### src/rtl/data_mem_ctrl.sv
// data_mem_ctrl: byte-addressed little-endian data memory behind a
// valid/ready request channel. It returns one response pulse per request,
// with a programmable read latency. Misaligned and out-of-range accesses
// are flagged on the response.
// Optional build macro DATA_MEM_TRACE_EN prints one trace line per response.
module data_mem_ctrl #(
   parameter int unsigned DATA_W = 16,
   parameter int unsigned ADDR_W = 16,
   parameter int unsigned DEPTH  = 256,
   parameter int unsigned RD_LAT = 1
) (
   input  logic              clk,
   input  logic              rst,
   input  logic              req_valid,
   output logic              req_ready,
   input  logic              req_write,
   input  logic              req_size,
   input  logic              req_signed,
   input  logic [ADDR_W-1:0] req_addr,
   input  logic [DATA_W-1:0] req_wdata,
   output logic              rsp_valid,
   output logic [DATA_W-1:0] rsp_rdata,
   output logic              rsp_err
);

   localparam int unsigned BPW  = DATA_W / 8;
   localparam int unsigned AW   = $clog2(DEPTH);
   localparam int unsigned BSEL = $clog2(BPW);

   localparam logic [1:0] IDLE = 2'd0;
   localparam logic [1:0] WAIT = 2'd1;
   localparam logic [1:0] RESP = 2'd2;

   localparam logic [1:0]      CNT_INIT = (RD_LAT > 1) ? 2'(RD_LAT - 2) : 2'd0;
   localparam logic [ADDR_W:0] DEPTH_X  = (ADDR_W + 1)'(DEPTH);

   typedef logic [7:0] mem_t [DEPTH];

   function automatic mem_t mem_init();
      mem_t m;
      for (int unsigned i = 0; i < DEPTH; i++) m[i] = 8'(i);
      return m;
   endfunction

   // Power-up contents only; reset leaves the byte array untouched.
   mem_t mem = mem_init();

   logic [1:0]        state_q, state_d;
   logic [1:0]        cnt_q, cnt_d;
   logic [DATA_W-1:0] rdata_q, rdata_d;
   logic              err_q, err_d;

   logic              accept;
   logic              acc_err;
   logic              wr_en;
   logic [AW-1:0]     base;
   logic [ADDR_W:0]   span;
   logic [ADDR_W:0]   addr_end;
   logic [DATA_W-1:0] load_val;

   assign accept    = req_valid & req_ready;
   assign base      = req_addr[AW-1:0];
   assign req_ready = (state_q == IDLE);
   assign rsp_valid = (state_q == RESP);
   assign rsp_rdata = rdata_q;
   assign rsp_err   = err_q & (state_q == RESP);

   // Range check is done one bit wider so the top of the address space cannot wrap.
   always_comb begin
      span     = req_size ? (ADDR_W + 1)'(BPW) : (ADDR_W + 1)'(1);
      addr_end = {1'b0, req_addr} + span;
      acc_err  = (addr_end > DEPTH_X) |
                 (req_size & (req_addr[BSEL-1:0] != '0));
      wr_en    = accept & req_write & ~acc_err & ~rst;
   end

   // Assemble the load result from the byte array as it stands at acceptance.
   always_comb begin
      load_val = '0;
      if (req_size) begin
         for (int unsigned k = 0; k < BPW; k++)
            load_val[8*k +: 8] = mem[base + AW'(k)];
      end else begin
         load_val = {{(DATA_W - 8){req_signed & mem[base][7]}}, mem[base]};
      end
   end

   // Request/wait/response sequencing and the held response data.
   always_comb begin
      state_d = state_q;
      cnt_d   = cnt_q;
      rdata_d = rdata_q;
      err_d   = err_q;
      case (state_q)
         IDLE: begin
            if (accept) begin
               err_d   = acc_err;
               rdata_d = (acc_err | req_write) ? '0 : load_val;
               if (!req_write && RD_LAT > 1) begin
                  state_d = WAIT;
                  cnt_d   = CNT_INIT;
               end else begin
                  state_d = RESP;
               end
            end
         end
         WAIT: begin
            if (cnt_q == 2'd0) state_d = RESP;
            else               cnt_d   = cnt_q - 2'd1;
         end
         RESP: begin
            state_d = IDLE;
            rdata_d = '0;
            err_d   = 1'b0;
         end
         default: state_d = IDLE;
      endcase
   end

   // Control and response registers.
   always_ff @(posedge clk or posedge rst) begin
      if (rst) begin
         state_q <= IDLE;
         cnt_q   <= 2'd0;
         rdata_q <= '0;
         err_q   <= 1'b0;
      end else begin
         state_q <= state_d;
         cnt_q   <= cnt_d;
         rdata_q <= rdata_d;
         err_q   <= err_d;
      end
   end

   // Store commit on the acceptance edge, little-endian byte order.
   always_ff @(posedge clk) begin
      if (wr_en) begin
         if (req_size) begin
            for (int unsigned k = 0; k < BPW; k++)
               mem[base + AW'(k)] <= req_wdata[8*k +: 8];
         end else begin
            mem[base] <= req_wdata[7:0];
         end
      end
   end

`ifdef DATA_MEM_TRACE_EN
   logic              trc_write_q, trc_size_q;
   logic [ADDR_W-1:0] trc_addr_q;
   logic [DATA_W-1:0] trc_wdata_q;

   // Capture the request fields that the trace line reports.
   always_ff @(posedge clk or posedge rst) begin
      if (rst) begin
         trc_write_q <= 1'b0;
         trc_size_q  <= 1'b0;
         trc_addr_q  <= '0;
         trc_wdata_q <= '0;
      end else if (accept) begin
         trc_write_q <= req_write;
         trc_size_q  <= req_size;
         trc_addr_q  <= req_addr;
         trc_wdata_q <= req_size ? req_wdata : {{(DATA_W - 8){1'b0}}, req_wdata[7:0]};
      end
   end

   // One trace line per response cycle.
   always_ff @(posedge clk) begin
      if (state_q == RESP)
         $display("%0t %s%s%s addr=%h data=%h", $time,
                  trc_write_q ? "S" : "L", trc_size_q ? "W" : "B",
                  rsp_err ? " ERR" : "", trc_addr_q,
                  trc_write_q ? trc_wdata_q : rsp_rdata);
   end
`endif

endmodule

### config.mk
export PLATFORM = sky130hd
export DESIGN_NAME = data_mem_ctrl
export DESIGN_NICKNAME = d
export VERILOG_FILES = /design/src/rtl/data_mem_ctrl.sv
export SDC_FILE = /design/constraint.sdc
export NUM_CORES = 2
export LEC_CHECK = 0
export BUFFER_PORTS_ARGS = -buffer_cell sky130_fd_sc_hd__buf_2
export CAP_MARGIN = 20
export CORE_MARGIN = 5
export CORE_UTILIZATION = 41
export CTS_CLUSTER_DIAMETER = 150
export DETAILED_ROUTE_END_ITERATION = 7
export SYNTH_ARGS = -nofsm -noshare
export SYNTH_HDL_FRONTEND = slang
export SYNTH_SLANG_ARGS = --single-unit
### constraint.sdc
create_clock -name clk -period 5.8 [get_ports clk]
set_input_delay 0.58 -clock clk [delete_from_list [all_inputs] [get_ports clk]]
set_output_delay 0.58 -clock clk [all_outputs]
set_load 0.03 [all_outputs]
After elaboration in Yosys (flattened, before gate mapping)
Memories as Yosys holds them, arrays and structs flattened.
Cells that the tools add are included.

word-level totals
  register bits = 21
  latch bits = 0
  memory bits (writable) = 2048
  memory bits (read-only) = 0
  output and inout port bits = 19
  logic and storage cells = 49
  memories kept = 1

memory list
  memory  words  bits a word  rd ports  clocked after memory_dff  wr ports  line  text
  mem     256    8            2         0                         2         46    mem_t mem = mem_init();

cells by class
  $add $sub $neg = 3
  multiply operators = 0
  divide/modulo/power cells = 0
  order comparisons = 1
  equal/unequal tests = 4
  shifts and indexed selects = 0
  mux-type cells = 17
  bitwise operators = 13
  reductions and logical operators = 6

operators by type and width
  cell                                                             number
  2-to-1 mux 16 bit                                                3
  one-hot mux 16 bit (2 select lines)                              1
  adder 16 x 2 -> 17 bit                                           1
  greater-than comparator 17 x 9 -> 1 bit (second input constant)  1
  adder 8 x 1 -> 8 bit (second input constant)                     1
  2-to-1 mux 8 bit                                                 1
  AND 1 bit                                                        7
  2-to-1 mux 1 bit                                                 7
  2-to-1 mux 2 bit                                                 3
  AND reduction 2 bit                                              3
  zero test 2 bit                                                  2
  one-hot mux 2 bit (2 select lines)                               1
  inverter 1 bit                                                   3
  OR 1 bit                                                         3
  == test 2 x 1 -> 1 bit (second input constant)                   1
  == test 2 bit (second input constant)                            1
  inequality test 2 x 1 -> 1 bit (second input constant)           1
  inequality test 2 bit (second input constant)                    1
  one-hot mux 1 bit (2 select lines)                               1
  nonzero test 2 bit                                               1
  subtractor 2 x 1 -> 2 bit (second input constant)                1

Longest topological paths before layout
  word-level depth = 10
  gate-level depth with buffers = 24
  mapped depth without buffers = 12

Worst setup path before layout
OpenSTA, ideal clock, no wires.

  path kind = input -> register
  start point = in req_addr[1]
  end point = mem mem[160][0] in the netlist's numbering (enable)
  arrival time = 5.235 ns
  data required time = 5.416 ns
  setup slack = 0.181 ns
  stages on the path = 18
  cell sequence = buf_4 buf_2 buf_4 buf_2 buf_2 buf_1 buf_2 inv_1 fa_1 nand4bb_1 nor4_1 a221oi_1 a211oi_2 o2111ai_2 buf_2 or3_1 clkbuf_1 o21ai_0

RTL lines
  item         line  text
  from (decl)  19    input logic [ADDR_W-1:0] req_addr,
  to (decl)    46

==> reports/qor.txt <==
Synth area leader = edfxtp_1
Clock share of power = 41.2%
Syn Area/Cell = 15.8 sq um
Fin cells = 12200
Pin count of the biggest net entering global routing = 161
DP Area = 132000 sq um
Full die area = 317000 sq um
Library cells used by synthesis = 82
Largest buffer count on any clock path = 4
Top FF cell, synth = edfxtp_1
Post-CTS Setup Bufs = 0
CTS tree = yes
Area growth syn-to-layout = 11.4%
Placed instance count = 11700
Register area = 61900 sq um
Slew headroom = 2.02%
Synth Instances = 7955
Critical path startpoint category = input pin
Die Ht = 563 microns
Worst skew pair latency = 970 ps
# setup viols final = 0
Global Route Usage Sum = 31.2%
Drt wl/cell = 41.5 microns
Max cap viols = 0
Net switching fraction of the power = 26.7%
Final core utilization = 45.8%
PD cells = 263 nW/um^2
Number of fill cells = 26500
Final worst-path setup slack = 1100 ps
Die width = 563 microns
First-pass GRT wire length = 696 mm
Fin. max-slew vios = 0
Post-route antenna net violation count = 0
Syn_nets = 8002
Layout cells sized above 1 = 46.4%
Final Hold Viols = 0
CTS Root Buffer Type = clkbuf_16
Number of global-route vias before repair = 82200
HPWL Detailed = 334 mm
Setup crit end kind = register
Placer congestion estimate = 1.01
Register share of total power = 44.7%
Top cells by count, synth = 2048 x edfxtp_1, 1501 x mux2_2, 1169 x mux4_2
Post-synth EDFFs = 2048
Comb power frac = 14.2%
Post-cts sizing count = 0
Total gr overflow = 0
Switching Power = 9.81 mW
Iteration-0 DRC Markers = 13200
# rows = 203
Largest vdd supply drop = 262 uV
FFs w/ async S/R, synth = 0.871%
Synth top area share = 49.0%
Final #Nets = 7891
RSZ-0062 raised after global routing = no
Internal Power = 26.9 mW
Post-synthesis sequential area ratio = 49.4%
Starting Density = 41.1%
Cell Area, Synth = 125000 sq um
IO buf count = 56
TritonRoute pass-1 iters = 8
Worst-margin pin slew = 1470 ps
Final instance area = 140000 sq um
Worst path cell trace = buf_2, inv_1, ha_1, inv_1, fa_1, nand4bb_1, nor4_1, a221oi_1, a211oi_2, o2111ai_2, or3_1, nor2_2, mux2_2
Lkg Pwr = 44.2 nW
Status = completed
Post-placement worst setup slack = 380 ps
Setup CP Type = input pin to register
FF+latch count, synth = 2066
Worst path required time = 6490 ps
CP arrival = 5390 ps
Largest cells by area after synthesis = edfxtp_1 49%, mux4_2 21%, mux2_2 13%, mux2_1 5.0%, clkbuf_1 1.9%
Clock skew = 69.3 ps
Total clock sinks = 2066
Final cycle utilization of the critical path = 81.0%
Initial antenna violation count = 72
# IOs = 57
Area of the multi-input gates = 59700 sq um
H-tree levels = 4
Most common cell in the netlist = edfxtp_1
Max Freq = 213 MHz
Min Tclk post-route = 4700 ps
Synth warn = 0
Final Power = 36.7 mW
Critical path's slowest cell = or3_1
Num CTS Buffers = 235
Core area = 305000 sq um
Max stage delay on crit path = 890 ps
Hold crit path type = input pin to async pin
Via density = 6.98
Crit-path max FO = 10
Most used cell, CP = inv_1
Clock-pin slew of the registers on the worst-case setup and hold paths = 60 ps
DRC = 0
Via count = 85200
Final WL = 506 mm
[sequential cells by signal, summed over array words and instances (netlist names)]
signal and cells:
state_q 1, mem 2048, rsp_rdata 16, err_q 1
[layout make-up]
class	instances	share of cell area, %
Antenna cell	65	0.116
Clock buffer	289	4.43
Clock inverter	145	0.990
Inverter	12	0.0322
Multi-Input combinational cell	4947	42.7
Sequential cell	2066	44.3
Tap cell	4100	3.67
Timing Repair Buffer	582	3.76
[stage by stage]
step	hold slack [ps]	setup TNS, ps
floorplan	519	0
detailed placement	514	0
finish	96.3	0
CTS	110	0
global route	97.2	0
global placement	507	-76560
[critical path, delay by kind of cell]
kind,cells,cell delay [ps]
AND/OR/NAND/NOR,4,1940
AO/OA/AOI/OAI,3,1200
multiplexers,1,400
adder cells (fa/ha/maj),2,740
buffers and inverters,3,480
[layout by cell type (no fill, tap or decap), types with 63 or more instances in the layout]
| cell type | Yosys | routed |
|---|---|---|
| a22oi_1 | 191 | 191 |
| clkbuf_16 | 0 | 238 |
| nor2_1 | 213 | 196 |
| nand3_1 | 97 | 97 |
| diode_2 | 0 | 65 |
| mux4_2 | 1169 | 1169 |
| o21ai_0 | 165 | 147 |
| buf_4 | 97 | 446 |
| mux2_2 | 1501 | 1501 |
| mux2i_1 | 99 | 99 |
| edfxtp_1 | 2048 | 2048 |
| nand2_1 | 455 | 452 |
| buf_12 | 0 | 63 |
| mux2_1 | 553 | 553 |
[logic make-up after synthesis]
group	share of synthesized area [%]
multiplexers	40.2
flip-flops	49.4
AND/OR/NAND/NOR	3.92
buffers and inverters	3.28
AO/OA/AOI/OAI	3.01
XOR/XNOR	0.0758
adder cells (fa/ha/maj)	0.0958
[routing by layer]
layer	routed length [microns]	up-vias	global-route usage (%)	part of all wire, %
met4	39100	58	19.9	7.7
met3	63400	1447	11.1	13
li1	-	32400	-	-
met2	223000	6373	45.9	44
met1	180000	45000	39.1	36
met5	618	-	1.02	0.12
[repair_timing]
action	CTS	global route
endpoints found under the hold margin	19	0
hold buffers	2	0
endpoints found under the setup margin	0	0
[power by group through the flow]
stage / Sequential [mW] / Clock, mW / Combinational (mW)
finish: 16.4 / 15.1 / 5.19
global route: 16.4 / 15.8 / 5.24
CTS: 16.4 / 15.2 / 5.00
detailed placement: 16.7 / 0 / 4.98
global placement: 16.7 / 0 / 4.93
floorplan: 16.7 / 0 / 2.95
[path summary, 6_finish.rpt]
| path | start | endpoint | slack (ps) | cells after the start |
|---|---|---|---|---|
| min in group clk | req_write | rsp_rdata[7] | 140 | 4 |
| max in group asynchronous | rst | rsp_rdata[11] | 5300 | 4 |
| setup / recovery | req_size | mem[1][7] | 1100 | 13 |
| hold reg to reg | state_q[1] | err_q | 520 | 1 |
| setup reg to reg | state_q[1] | mem[1][7] | 2210 | 7 |
| hold / removal | rst | err_q | 100 | 3 |
Power figures use the tool's default switching activity.
